<file path="config.mk">
export PLATFORM = sky130hd
export DESIGN_NAME = clk_gen_multi
export DESIGN_NICKNAME = d
export VERILOG_FILES = /design/src/rtl/clk_gen_multi_pkg.sv /design/src/rtl/clk_gen_multi_btn_debounce.sv /design/src/rtl/clk_gen_multi.sv
export SDC_FILE = /design/constraint.sdc
export NUM_CORES = 1
export LEC_CHECK = 0
export ABC_AREA = 1
export BUFFER_PORTS_ARGS = -buffer_cell sky130_fd_sc_hd__buf_2
export CORE_AREA = 5 5 149 151
export DETAILED_ROUTE_END_ITERATION = 10
export DIE_AREA = 0 0 154 156
export PLACE_DENSITY = 0.67
export SKIP_CTS_REPAIR_TIMING = 1
export SLEW_MARGIN = 0
export SYNTH_ARGS = -nofsm -noshare
export SYNTH_HDL_FRONTEND = slang
export SYNTH_SLANG_ARGS = --single-unit
</file>
<file path="constraint.sdc">
create_clock -name clk -period 3.9 [get_ports clk]
set_input_delay 0.585 -clock clk [delete_from_list [all_inputs] [get_ports clk]]
set_output_delay 0.585 -clock clk [all_outputs]
set_load 0.02 [all_outputs]
</file>
<file path="src/rtl/clk_gen_multi_pkg.sv">
// ============================================================================
// clk_gen_multi_pkg : mode encodings and tap-event helper shared by clk_gen_multi
// Revision: 1.0
// ============================================================================
`default_nettype none

package clk_gen_multi_pkg;

    typedef enum logic [1:0] {
        MODE_FAST = 2'b00,
        MODE_SLOW = 2'b01,
        MODE_STEP = 2'b10,
        MODE_HOLD = 2'b11
    } mode_e;

    localparam int TAP_IDX_W = 6;
    // Counters are zero-extended to this width so any 6-bit tap index is legal.
    localparam int TAP_CNT_W = 64;

    // True when cnt[tap] is set and every bit below it is clear.
    function automatic logic tap_event(input logic [TAP_CNT_W-1:0] cnt,
                                       input logic [TAP_IDX_W-1:0] tap);
        logic [TAP_CNT_W-1:0] bit_mask;
        bit_mask = TAP_CNT_W'(1) << tap;
        return ((cnt & bit_mask) != '0) &&
               ((cnt & (bit_mask - TAP_CNT_W'(1))) == '0);
    endfunction

endpackage

`default_nettype wire

</file>
<file path="src/rtl/clk_gen_multi_btn_debounce.sv">
// ============================================================================
// btn_debounce : 2-flop synchroniser, stability counter, debounced level and
//                one-cycle rising-edge pulse for a bouncy push-button
// Revision: 1.0
// ============================================================================
`default_nettype none

module btn_debounce #(
    parameter int DB_LEN = 1000000
) (
    input  logic clk,
    input  logic rst,
    input  logic btn,
    output logic level,
    output logic rise
);

    localparam int CTR_W = (DB_LEN > 1) ? $clog2(DB_LEN) : 1;
    localparam logic [CTR_W-1:0] C_CNT_LAST = CTR_W'(DB_LEN - 1);

    logic [1:0]       r_sync;
    logic [CTR_W-1:0] r_cnt;
    logic             r_level;
    logic             r_rise;
    logic             w_in;

    assign w_in = r_sync[1];

    always_ff @(posedge clk or posedge rst) begin
        if (rst) begin
            r_sync  <= '0;
            r_cnt   <= '0;
            r_level <= 1'b0;
            r_rise  <= 1'b0;
        end else begin
            r_sync <= {r_sync[0], btn};
            r_rise <= 1'b0;
            // Any cycle agreeing with the current level restarts the stability run.
            if (w_in == r_level) begin
                r_cnt <= '0;
            end else if (r_cnt == C_CNT_LAST) begin
                r_cnt   <= '0;
                r_level <= w_in;
                r_rise  <= w_in;
            end else begin
                r_cnt <= r_cnt + CTR_W'(1);
            end
        end
    end

    assign level = r_level;
    assign rise  = r_rise;

endmodule

`default_nettype wire

</file>
<file path="src/rtl/clk_gen_multi.sv">
// ============================================================================
// clk_gen_multi : free-running divider, tap-selectable tick channels and a
//                 four-mode CPU clock with glitch-free mode switching
// Revision: 1.0
// ============================================================================
`default_nettype none

module clk_gen_multi
    import clk_gen_multi_pkg::*;
#(
    parameter int CNT_W    = 32,
    parameter int N_CH     = 4,
    parameter int FAST_TAP = 2,
    parameter int SLOW_TAP = 24,
    parameter int DB_LEN   = 1000000
) (
    input  logic                      clk,
    input  logic                      rst,
    input  logic [1:0]                mode,
    input  logic                      step_btn,
    input  logic [N_CH*TAP_IDX_W-1:0] ch_sel,
    output logic [CNT_W-1:0]          clkdiv,
    output logic [N_CH-1:0]           ch_tick,
    output logic                      cpu_clk,
    output logic                      cpu_ce,
    output logic [1:0]                cur_mode
);

    localparam int STEP_W = FAST_TAP + 1;
    localparam logic [STEP_W-1:0]    C_STEP_LAST = STEP_W'((1 << FAST_TAP) - 1);
    localparam logic [TAP_IDX_W-1:0] C_FAST_TAP  = TAP_IDX_W'(FAST_TAP);
    localparam logic [TAP_IDX_W-1:0] C_SLOW_TAP  = TAP_IDX_W'(SLOW_TAP);

    logic [CNT_W-1:0]     r_clkdiv;
    logic [TAP_CNT_W-1:0] w_cnt_ext;
    logic [N_CH-1:0]      r_tick;
    logic [N_CH-1:0]      w_tick_nxt;

    logic [1:0]           r_mode_s1;
    logic [1:0]           r_mode_s2;
    mode_e                w_req;
    mode_e                r_state;
    mode_e                w_state_nxt;
    mode_e                r_pend_mode;
    mode_e                w_pend_mode_nxt;
    logic                 r_pend_vld;
    logic                 w_pend_vld_nxt;
    logic                 w_commit;

    logic                 r_cpu_clk;
    logic                 r_cpu_ce;
    logic                 r_armed;
    logic [STEP_W-1:0]    r_step_left;
    logic [TAP_IDX_W-1:0] w_tap;
    logic                 w_tap_lvl;
    logic                 w_tap_ev;
    logic                 w_step_level;
    logic                 w_step_rise;

    assign w_cnt_ext = TAP_CNT_W'(r_clkdiv);

    always_ff @(posedge clk or posedge rst) begin
        if (rst) begin
            r_clkdiv <= '0;
        end else begin
            r_clkdiv <= r_clkdiv + CNT_W'(1);
        end
    end

    generate
        for (genvar i = 0; i < N_CH; i++) begin : g_ch
            logic [TAP_IDX_W-1:0] w_sel;
            assign w_sel = ch_sel[i*TAP_IDX_W +: TAP_IDX_W];
            assign w_tick_nxt[i] = (int'(w_sel) < CNT_W) && tap_event(w_cnt_ext, w_sel);
        end
    endgenerate

    always_ff @(posedge clk or posedge rst) begin
        if (rst) begin
            r_tick <= '0;
        end else begin
            r_tick <= w_tick_nxt;
        end
    end

    always_ff @(posedge clk or posedge rst) begin
        if (rst) begin
            r_mode_s1 <= '0;
            r_mode_s2 <= '0;
        end else begin
            r_mode_s1 <= mode;
            r_mode_s2 <= r_mode_s1;
        end
    end

    assign w_req = mode_e'(r_mode_s2);

    btn_debounce #(
        .DB_LEN (DB_LEN)
    ) u_step_db (
        .clk   (clk),
        .rst   (rst),
        .btn   (step_btn),
        .level (w_step_level),
        .rise  (w_step_rise)
    );

    always_ff @(posedge clk or posedge rst) begin
        if (rst) begin
            r_state     <= MODE_FAST;
            r_pend_mode <= MODE_FAST;
            r_pend_vld  <= 1'b0;
        end else begin
            r_state     <= w_state_nxt;
            r_pend_mode <= w_pend_mode_nxt;
            r_pend_vld  <= w_pend_vld_nxt;
        end
    end

    // A pending mode only takes over while the CPU clock is low.
    always_comb begin
        w_state_nxt     = r_state;
        w_pend_mode_nxt = r_pend_mode;
        w_pend_vld_nxt  = r_pend_vld;
        w_commit        = r_pend_vld && !r_cpu_clk;
        if (w_commit) begin
            w_state_nxt    = r_pend_mode;
            w_pend_vld_nxt = 1'b0;
        end else if (w_req != r_state) begin
            w_pend_vld_nxt  = 1'b1;
            w_pend_mode_nxt = w_req;
        end else begin
            w_pend_vld_nxt = 1'b0;
        end
    end

    assign w_tap     = (r_state == MODE_SLOW) ? C_SLOW_TAP : C_FAST_TAP;
    assign w_tap_lvl = w_cnt_ext[w_tap];
    assign w_tap_ev  = tap_event(w_cnt_ext, w_tap);

    always_ff @(posedge clk or posedge rst) begin
        if (rst) begin
            r_cpu_clk   <= 1'b0;
            r_cpu_ce    <= 1'b0;
            r_armed     <= 1'b0;
            r_step_left <= '0;
        end else begin
            r_cpu_ce <= 1'b0;
            if (w_commit) begin
                r_cpu_clk <= 1'b0;
                r_armed   <= 1'b0;
            end else begin
                case (r_state)
                    MODE_FAST, MODE_SLOW: begin
                        // Stay low until the tap rises so the first high phase is full length.
                        if (r_armed || w_tap_ev) begin
                            r_armed   <= 1'b1;
                            r_cpu_clk <= w_tap_lvl;
                            r_cpu_ce  <= w_tap_ev;
                        end else begin
                            r_cpu_clk <= 1'b0;
                        end
                    end
                    MODE_STEP: begin
                        if (r_cpu_clk) begin
                            if (r_step_left == '0) begin
                                r_cpu_clk <= 1'b0;
                            end else begin
                                r_step_left <= r_step_left - STEP_W'(1);
                            end
                        end else if (w_step_rise && w_step_level) begin
                            r_cpu_clk   <= 1'b1;
                            r_cpu_ce    <= 1'b1;
                            r_step_left <= C_STEP_LAST;
                        end
                    end
                    default: begin
                        r_cpu_clk <= 1'b0;
                    end
                endcase
            end
        end
    end

    assign clkdiv   = r_clkdiv;
    assign ch_tick  = r_tick;
    assign cpu_clk  = r_cpu_clk;
    assign cpu_ce   = r_cpu_ce;
    assign cur_mode = r_state;

endmodule

`default_nettype wire

</file>
==> results of run 1 <==
-- worst reg2reg max path, delay by kind of cell (launching register included) --
family | cells | cell delay, ps
AND/OR/NAND/NOR | 7 | 1580
flip-flops | 1 | 840
XOR/XNOR | 1 | 180
-- power groups by stage --
stage	Clock (µW)	Combinational (µW)	Sequential (µW)
global route	969	651	844
global placement	0	568	852
finish	920	582	838
CTS	928	573	839
floorplan	0	443	865
detailed placement	0	571	853
-- sequential cells by signal, indices dropped and copies added (netlist names), 2 cells and up --
name	flops
clkdiv	32
u_step_db.r_cnt	20
ch_tick	4
r_step_left	3
cur_mode	2
r_mode_s1	2
r_mode_s2	2
r_pend_mode	2
u_step_db.r_sync	2
-- worst max path at each step --
stage	startpoint	to	slack [ps]	depth (start not counted)
after global routing	ch_sel[2]	ch_tick[0]	930	16
after global placement	ch_sel[2]	ch_tick[0]	900	16
after CTS	clkdiv[1]	clkdiv[26]	1240	9
after detailed placement	ch_sel[2]	ch_tick[0]	910	16
final	clkdiv[3]	clkdiv[26]	1190	8
after floorplan	rst	ch_tick[0]	1410	1
-- layout make-up --
| class | count | area share (%) |
|---|---|---|
| inverter | 177 | 6.30 |
| multi-input combinational | 1430 | 65.9 |
| tap | 275 | 3.22 |
| clock buffer | 10 | 2.14 |
| clock inverter | 5 | 0.808 |
| timing repair buffer | 81 | 4.10 |
| sequential | 75 | 17.6 |
-- cells by family (layout without fill, tap and decap cells) --
logic type / count (synthesis) / in the layout
DFF: 75 / 75
xor gates and xnor gates: 33 / 33
buffers and inverters: 253 / 273
and+or+nand+nor: 1271 / 1271
adders and majority gates: 9 / 9
AOI/OAI and AO/OA: 117 / 117
-- synth_stat cells (3+ instances only) --
| cell type | n | share of area [%] |
|---|---|---|
| sky130_fd_sc_hd__a21oi_1 | 46 | 2.3 |
| sky130_fd_sc_hd__a31oi_1 | 3 | 0.19 |
| sky130_fd_sc_hd__a41oi_1 | 3 | 0.26 |
| sky130_fd_sc_hd__and2_1 | 4 | 0.25 |
| sky130_fd_sc_hd__buf_1 | 3 | 0.11 |
| sky130_fd_sc_hd__buf_2 | 25 | 1.2 |
| sky130_fd_sc_hd__buf_4 | 22 | 1.6 |
| sky130_fd_sc_hd__buf_6 | 12 | 1.3 |
| sky130_fd_sc_hd__clkbuf_1 | 13 | 0.48 |
| sky130_fd_sc_hd__dfrtp_1 | 75 | 19 |
| sky130_fd_sc_hd__ha_1 | 9 | 1.1 |
| sky130_fd_sc_hd__inv_1 | 149 | 5.5 |
| sky130_fd_sc_hd__inv_2 | 25 | 0.93 |
| sky130_fd_sc_hd__inv_4 | 3 | 0.19 |
| sky130_fd_sc_hd__nand2_1 | 463 | 17 |
| sky130_fd_sc_hd__nand2_2 | 21 | 1.3 |
| sky130_fd_sc_hd__nand3_1 | 246 | 12 |
| sky130_fd_sc_hd__nand3_2 | 10 | 0.99 |
| sky130_fd_sc_hd__nand3b_1 | 7 | 0.52 |
| sky130_fd_sc_hd__nand4_1 | 90 | 5.6 |
| sky130_fd_sc_hd__nand4_2 | 7 | 0.87 |
| sky130_fd_sc_hd__nor2_1 | 315 | 12 |
| sky130_fd_sc_hd__nor2_2 | 38 | 2.4 |
| sky130_fd_sc_hd__nor2_4 | 22 | 2.5 |
| sky130_fd_sc_hd__nor3_1 | 21 | 1.0 |
| sky130_fd_sc_hd__nor3_2 | 6 | 0.60 |
| sky130_fd_sc_hd__nor4_1 | 10 | 0.62 |
| sky130_fd_sc_hd__o21ai_0 | 46 | 2.3 |
| sky130_fd_sc_hd__o21ai_1 | 5 | 0.25 |
| sky130_fd_sc_hd__o22ai_1 | 9 | 0.56 |
| sky130_fd_sc_hd__xnor2_1 | 4 | 0.35 |
| sky130_fd_sc_hd__xor2_1 | 29 | 2.5 |
-- metrics by stage --
step | cells | setup WS, ps
after floorplan | 1758 | 1410
after global placement | 2038 | 904
after detailed placement | 2038 | 905
after CTS | 2053 | 1240
after global routing | 2053 | 927
final | 2053 | 1190
-- layer usage --
metal | global-route usage [%] | vias to the layer above
li1 | - | 5798
met1 | 42.0 | 5438
met2 | 49.3 | 700
met3 | 5.19 | 127
met4 | 12.5 | 0
met5 | 0 | -
==> results.txt, run 1 <==
The share of total power in the clock network is 39.3%, and the H-tree depth is 3. Once the floorplan was initialized, standard cells occupied 48.7% of the core. The violation count after the first detailed-route iteration came out at 1,634. For this run, the post-layout net count is 1,812. Launch instance of the worst register-to-register path: clkdiv[3]. Cells fill 51.6% of the core in the end.

From synthesis to final layout, the design area changed by 5.93%. TritonCTS built the clock tree. In this run the worst path has a maximum fanout of 12.

Fill cells in the final layout number 2,260. The full die area was 24,000 µm². After Yosys synthesis, full adders, half adders and majority gates account for 1.12% of the synthesized area.

In the layout the commonest cells are 463 x sky130_fd_sc_hd__nand2_1, 313 x sky130_fd_sc_hd__nor2_1, 246 x sky130_fd_sc_hd__nand3_1, 148 x sky130_fd_sc_hd__inv_1, 90 x sky130_fd_sc_hd__nand4_1. The largest single stage delay on the critical path is 840 ps. Subtracting the final worst setup slack from the clock period gives 2710 ps.

Final routed wirelength across all metal layers: 38,000 µm. The number of instances on the worst hold path came out at 1. The ratio of cells with drive above 1 in the final layout is 13.6%. For this run, design rule violations remaining after detail routing come to 0. The compound-cell area share of the yosys netlist works out to 6.30%. During I/O placement, the number of pins put on the boundary was 69. Initial antenna violation count: 0. Setup repair after global routing left no endpoint under its margin. Headroom to the max-slew limit came out at 42.2%.

The detailed-routing iteration count for the pre-antenna-repair pass came out at 6. The routed length on met3 is 3920 µm, and the signal arrival time at the worst endpoint is 2940 ps. Total power per unit cell area: 219 nW/µm².

Static timing analysis puts the maximum clock frequency at 369 MHz. For the met2 wire length, the log shows 16,900 µm. The standard cell with the maximum stage delay on the critical path was sky130_fd_sc_hd__dfrtp_1. In this run the clock root is driven by a sky130_fd_sc_hd__clkbuf_16.

The post-synthesis async set-or-reset flop share was 100%; the worst hold-check slack was 341 ps. Summed over all layers, the global routing overflow is 0. The tightest min-delay check is of the input pin to flop type.

The number of antenna diodes in the final layout is 0. The tools report the total power draw as 2340 µW. The run gives 0 as the max-slew violation count.

The overall die width works out to 154 µm. Switching power: 801 µW. Cell internal power was estimated by the tool at 1540 µW.

For the max-capacitance violation count, the log shows 0. The post-route clock period utilization was 69.6%; the final antenna-violating net count was 0. Synthesis handed over a netlist of 1,758 instances.

The worst register-to-register path has a setup slack of 1190 ps. Maximum number of pins on one net before global-route repair: 49. The run gives 1880 µm² as the area taken by flip-flops and latches. Count of synthesis-stage warnings from yosys: 0. The post-synthesis sequential element count is 75.

The region available for standard cell placement spans 20,700 µm². The measured slew at the worst slew-check pin was 866 ps; the number of enable flip-flop cells after synthesis was 0. The endpoint identified for the worst register-to-register timing path is clkdiv[26]. For the TritonCTS sink count, the log shows 75. In this design, the largest share of critical-path delay is due to simple AND/OR/NAND/NOR gates. The tools report the post-DP HPWL as 28,600 µm. The synthesized netlist contains 43 unique library cells. At the worst endpoint, the required time is 4130 ps. The total negative setup slack is 0 ps, and the static power due to leakage is 0.00582 µW.

Counting along the longest clock path gives a buffer depth of 2. The portion of synthesized area spent on multiplexers is 0%. Setup violations remaining at the end of the flow were counted as 0.

The worst setup path is launched from a flop. The via count of the first global-routing pass came out at 10,950. The dominant combinational cell family by area after synthesis is simple AND/OR/NAND/NOR gates. The clock latency reported for the late side of the worst-skew pair is 350 ps, and the area occupied by multi-input gates is 7030 µm². The mapped netlist covers 10,100 µm². For the worst flop-to-flop path, the logic depth is 8. The uppermost signal routing layer after detailed routing is met4.

In this run, the combinational gates consume 24.9% of the power. Clock-pin slew was measured on the worst setup and hold paths at 60 ps. The worst-case IR drop observed on VDD is 0.197 mV.

Dividing the detail-routed via count by the number of cells gives 5.88. The tools report the row count as 53. The logs give 10,700 µm² for the total non-filler cell area in the finished layout and 10,400 µm² for the total placed instance area.

Routability-driven placement finished with a final weighted congestion of 1.09. The critical path is of the flop to flop type. The switching power as a share of total power came out at 34.2%. The vertical extent of the die is 156 µm, and the final setup skew is 11.8 ps. After detailed routing, the wire length on met1 is 15,500 µm.

Synthesis produced a netlist with a net count of 1,796. The detailed router placed 12,063 vias in this run. A synthesized cell averages 5.74 µm². TritonCTS created 9 clock buffers.

The first global-routing pass estimated 60,100 µm of wire. The share of total power dissipated in sequential elements is 35.8%. The tools report the worst-case hold path end point as u_step_db.r_sync[0]. In this run the most critical hold path is launched from step_btn. The prevailing post-synth register cell is sky130_fd_sc_hd__dfrtp_1.

The count of input and output buffers works out to 68. In the final routed layout, each cell accounts on average for 18.5 µm. Global routing used 31.0% of the available tracks across all layers. The flow ran to the end, and the final reports show no timing, DRC or antenna violations.

The worst setup path is captured at a flop. The xor and xnor area share after synthesis is 2.87%, and the count of buffer and inverter cells on the critical path is 0. The share of the Yosys chip area taken by registers is 18.6%. The critical path goes through nand3_1 > nor4_4 > nand3_2 > nor2_4 > nand2_2 > nor3_2 > nand4_1 > xor2_1. The number of hold violations in the final report was 0. Most frequent standard cell in the layout excluding fill and tap cells: sky130_fd_sc_hd__nand2_1.

The synthesized netlist devotes 59.4% of its cell area to simple gates.
Power figures use the tool's default switching activity.
==> run 2, diff against run 1 <==
--- a/config.mk
+++ b/config.mk
@@ -10,7 +10,7 @@
 export CORE_AREA = 5 5 149 151
 export DETAILED_ROUTE_END_ITERATION = 10
 export DIE_AREA = 0 0 154 156
-export PLACE_DENSITY = 0.67
+export PLACE_DENSITY = 0.69
 export SKIP_CTS_REPAIR_TIMING = 1
 export SLEW_MARGIN = 0
 export SYNTH_ARGS = -nofsm -noshare
==> constraint.sdc (replaced) <==
create_clock -name clk -period 2.2 [get_ports clk]
set_input_delay 0.33 -clock clk [delete_from_list [all_inputs] [get_ports clk]]
set_output_delay 0.33 -clock clk [all_outputs]
set_load 0.02 [all_outputs]
==> results.txt, run 2 (same netlist as run 1, synthesis figures left out) <==
The flip-flop count of the largest register, all copies and words added was 32 (unchanged). The total power draw came out at 4120 µW (was 2340 µW). The detailed-routing iteration count for the pre-antenna-repair pass was 6 (unchanged). TritonCTS built the clock tree. For the via total after detailed routing, the log shows 13,022 (was 12,063).

The tools report the overall global routing resource usage as 33.6% (was 31.0%). Class of the most critical hold timing path: input pin to async pin (was input pin to flop). The I/O pin count was 69 (unchanged).

Commonest cells after routing, fill and taps aside: 462 x sky130_fd_sc_hd__nand2_1, 309 x sky130_fd_sc_hd__nor2_1, 244 x sky130_fd_sc_hd__nand3_1, 238 x sky130_fd_sc_hd__buf_4, 148 x sky130_fd_sc_hd__inv_1 (was 463 x sky130_fd_sc_hd__nand2_1, 313 x sky130_fd_sc_hd__nor2_1, 246 x sky130_fd_sc_hd__nand3_1, 148 x sky130_fd_sc_hd__inv_1, 90 x sky130_fd_sc_hd__nand4_1). The cell count after placement is 2,249 (was 2,038), and the maximum number of pins on one net before global-route repair is 34 (was 49). TritonCTS sink count: 75 (unchanged). The critical path class is flop to flop (unchanged). The layout-stage area growth over the synthesis result was 25.7% (was 5.93%); the vertical extent of the die was 156 µm (unchanged).

Highest attainable clock frequency: 465 MHz (was 369 MHz). The measured slew at the worst slew-check pin is 598 ps (was 866 ps), and the highest fanout seen on the critical path is 3 (was 12). The max-capacitance violation count was 0 (unchanged); the core region area was 20,700 µm² (unchanged). Nature of the critical path endpoint: a flop (unchanged).

The clock period minus worst slack was 2150 ps (was 2710 ps); the post-route DRC violation count was 0 (unchanged). Setup repair after global routing could not meet its margin everywhere. The logs give 2,050 (was 1,812) for the final layout net count and 10.6 ps (was 11.8 ps) for the final setup skew.

The final routed wire length divided by cell count was 18.2 µm (was 18.5 µm); the final weighted congestion in routability-driven placement was 1.03 (was 1.09). Final routed wirelength across all metal layers: 41,700 µm (was 38,000 µm). The tools report the row count as 53 (unchanged). The run gives 65,000 µm (was 60,100 µm) as the global-route wire length before repair.

The most frequent standard cell in the layout excluding fill and tap cells is sky130_fd_sc_hd__nand2_1 (unchanged). The flow ran to the end, and the final reports show no timing, DRC or antenna violations. The initial antenna violation count is 0 (unchanged), and the total power per unit cell area is 325 nW/µm² (was 219 nW/µm²). Setup-violating endpoint count in the final report: 0 (unchanged).

The max-slew violation count was 0 (unchanged). The post-DP HPWL came out at 32,800 µm (was 28,600 µm). The ratio of cells with drive above 1 in the final layout works out to 24.4% (was 13.6%). The worst hold-check slack was 15.3 ps (was 341 ps). The tools report the critical path launch point type as a flop (unchanged). The post-route clock period utilization was 97.8% (was 69.6%). The logs give 0 (unchanged) for the total overflow reported by the global router and 350 ps (about the same) for the clock latency reported for the late side of the worst-skew pair.

The signal arrival time at the worst endpoint is 2380 ps (was 2940 ps), and the clock-pin slew on the worst setup and hold paths is 60 ps (about the same). The run gives 12,212 (was 10,950) as the via count of the first global-routing pass. The logs give 24,000 µm² (unchanged) for the full die area and 0.00708 µW (was 0.00582 µW) for the static power due to leakage. The library cell used as clock root buffer was sky130_fd_sc_hd__clkbuf_16 (unchanged). The overall die width came out at 154 µm (unchanged).

Maximum clock path buffer count: 2 (unchanged). The count of input and output buffers is 68 (unchanged). The endpoint required time on the critical path is 2430 ps (was 4130 ps). The starting density of the core came out at 48.7% (unchanged).

The total clock buffers created by CTS came out at 9 (unchanged). The logs give 0 (unchanged) for the final antenna-violating net count and 3 (unchanged) for the H-tree depth. The maximum resistive drop on vdd was 0.392 mV (was 0.197 mV).

The violation count after the first detailed-route iteration is 1,540 (was 1,634), and the number of diodes is 0 (unchanged). The non-filler instance count after layout was 2,292 (was 2,053); the post-detailed-route via-to-cell ratio was 5.68 (was 5.88). The remaining max-slew budget at the tightest pin came out at 60.2% (was 42.2%). The logs give 0 ps (unchanged) for the total negative setup slack and 0 (unchanged) for the number of hold violations in the final report.
[run 2: changes by cell type in the layout (fill, tap and decap cells not counted), moves of 4 or more]
cell                         previous run  this run
sky130_fd_sc_hd__nor2_1               313       309
sky130_fd_sc_hd__buf_12                 0         9
sky130_fd_sc_hd__clkinvlp_4             0         4
sky130_fd_sc_hd__buf_4                 13       238
sky130_fd_sc_hd__nor2_4                22        26
sky130_fd_sc_hd__buf_6                  0         4
[run 2: worst max-delay path: stages (launching register included)]
cell	delay [ps]
sky130_fd_sc_hd__dfrtp_1	360
sky130_fd_sc_hd__buf_4	130
sky130_fd_sc_hd__ha_4	150
sky130_fd_sc_hd__nand3_4	90
sky130_fd_sc_hd__nor4_4	320
sky130_fd_sc_hd__nand3_2	150
sky130_fd_sc_hd__nor2_4	210
sky130_fd_sc_hd__nand2_4	90
sky130_fd_sc_hd__nor3_4	230
sky130_fd_sc_hd__nand4_1	140
sky130_fd_sc_hd__xor2_1	170
[run 2: metrics by stage]
| step | util (%) | cell area [µm²] | worst slack, ps |
|---|---|---|---|
| finish | 61.2 | 12700 | 48.8 |
| global route | 61.2 | 12700 | -92.2 |
| CTS | 59.7 | 12300 | 3.23 |
| detailed placement | 58.3 | 12100 | -145 |
| global placement | 58.3 | 12100 | -110 |
| floorplan | - | 10100 | 81.0 |
[run 2: area by class of cell]
| type | instances | area (µm²) |
|---|---|---|
| Inverter | 177 | 676 |
| Timing Repair Buffer | 319 | 2350 |
| Sequential cell | 75 | 1880 |
| Clock buffer | 10 | 229 |
| Fill cell | 2037 | 8020 |
| Clock inverter | 6 | 48.8 |
| Multi-Input combinational cell | 1430 | 7140 |
| Tap cell | 275 | 344 |
[run 2: per-layer routing]
metal	routed length, µm	vias to the layer above	GRT usage [%]
met5	0	-	0
met4	2320	0	16.2
met3	3930	165	5.24
met2	18700	731	54.4
met1	16700	5869	43.8
li1	-	6257	-
[run 2: worst paths after layout]
| kind | from | to | slack [ps] | depth (start not counted) |
|---|---|---|---|---|
| max in group asynchronous | rst | clkdiv[3] | 1520 | 3 |
| setup / recovery | clkdiv[0] | clkdiv[26] | 50 | 10 |
| setup reg to reg | clkdiv[0] | clkdiv[26] | 50 | 10 |
| hold / removal | rst | u_step_db.r_cnt[8] | 20 | 2 |
| min in group clk | mode[0] | r_mode_s1[0] | 90 | 1 |
| hold reg to reg | u_step_db.r_sync[0] | u_step_db.r_sync[1] | 360 | 0 |
[run 2: power by group]
group          switching (µW)  internal [µW]
Clock                     644            777
Sequential               44.8           1440
Combinational             795            415
Total                    1480           2640
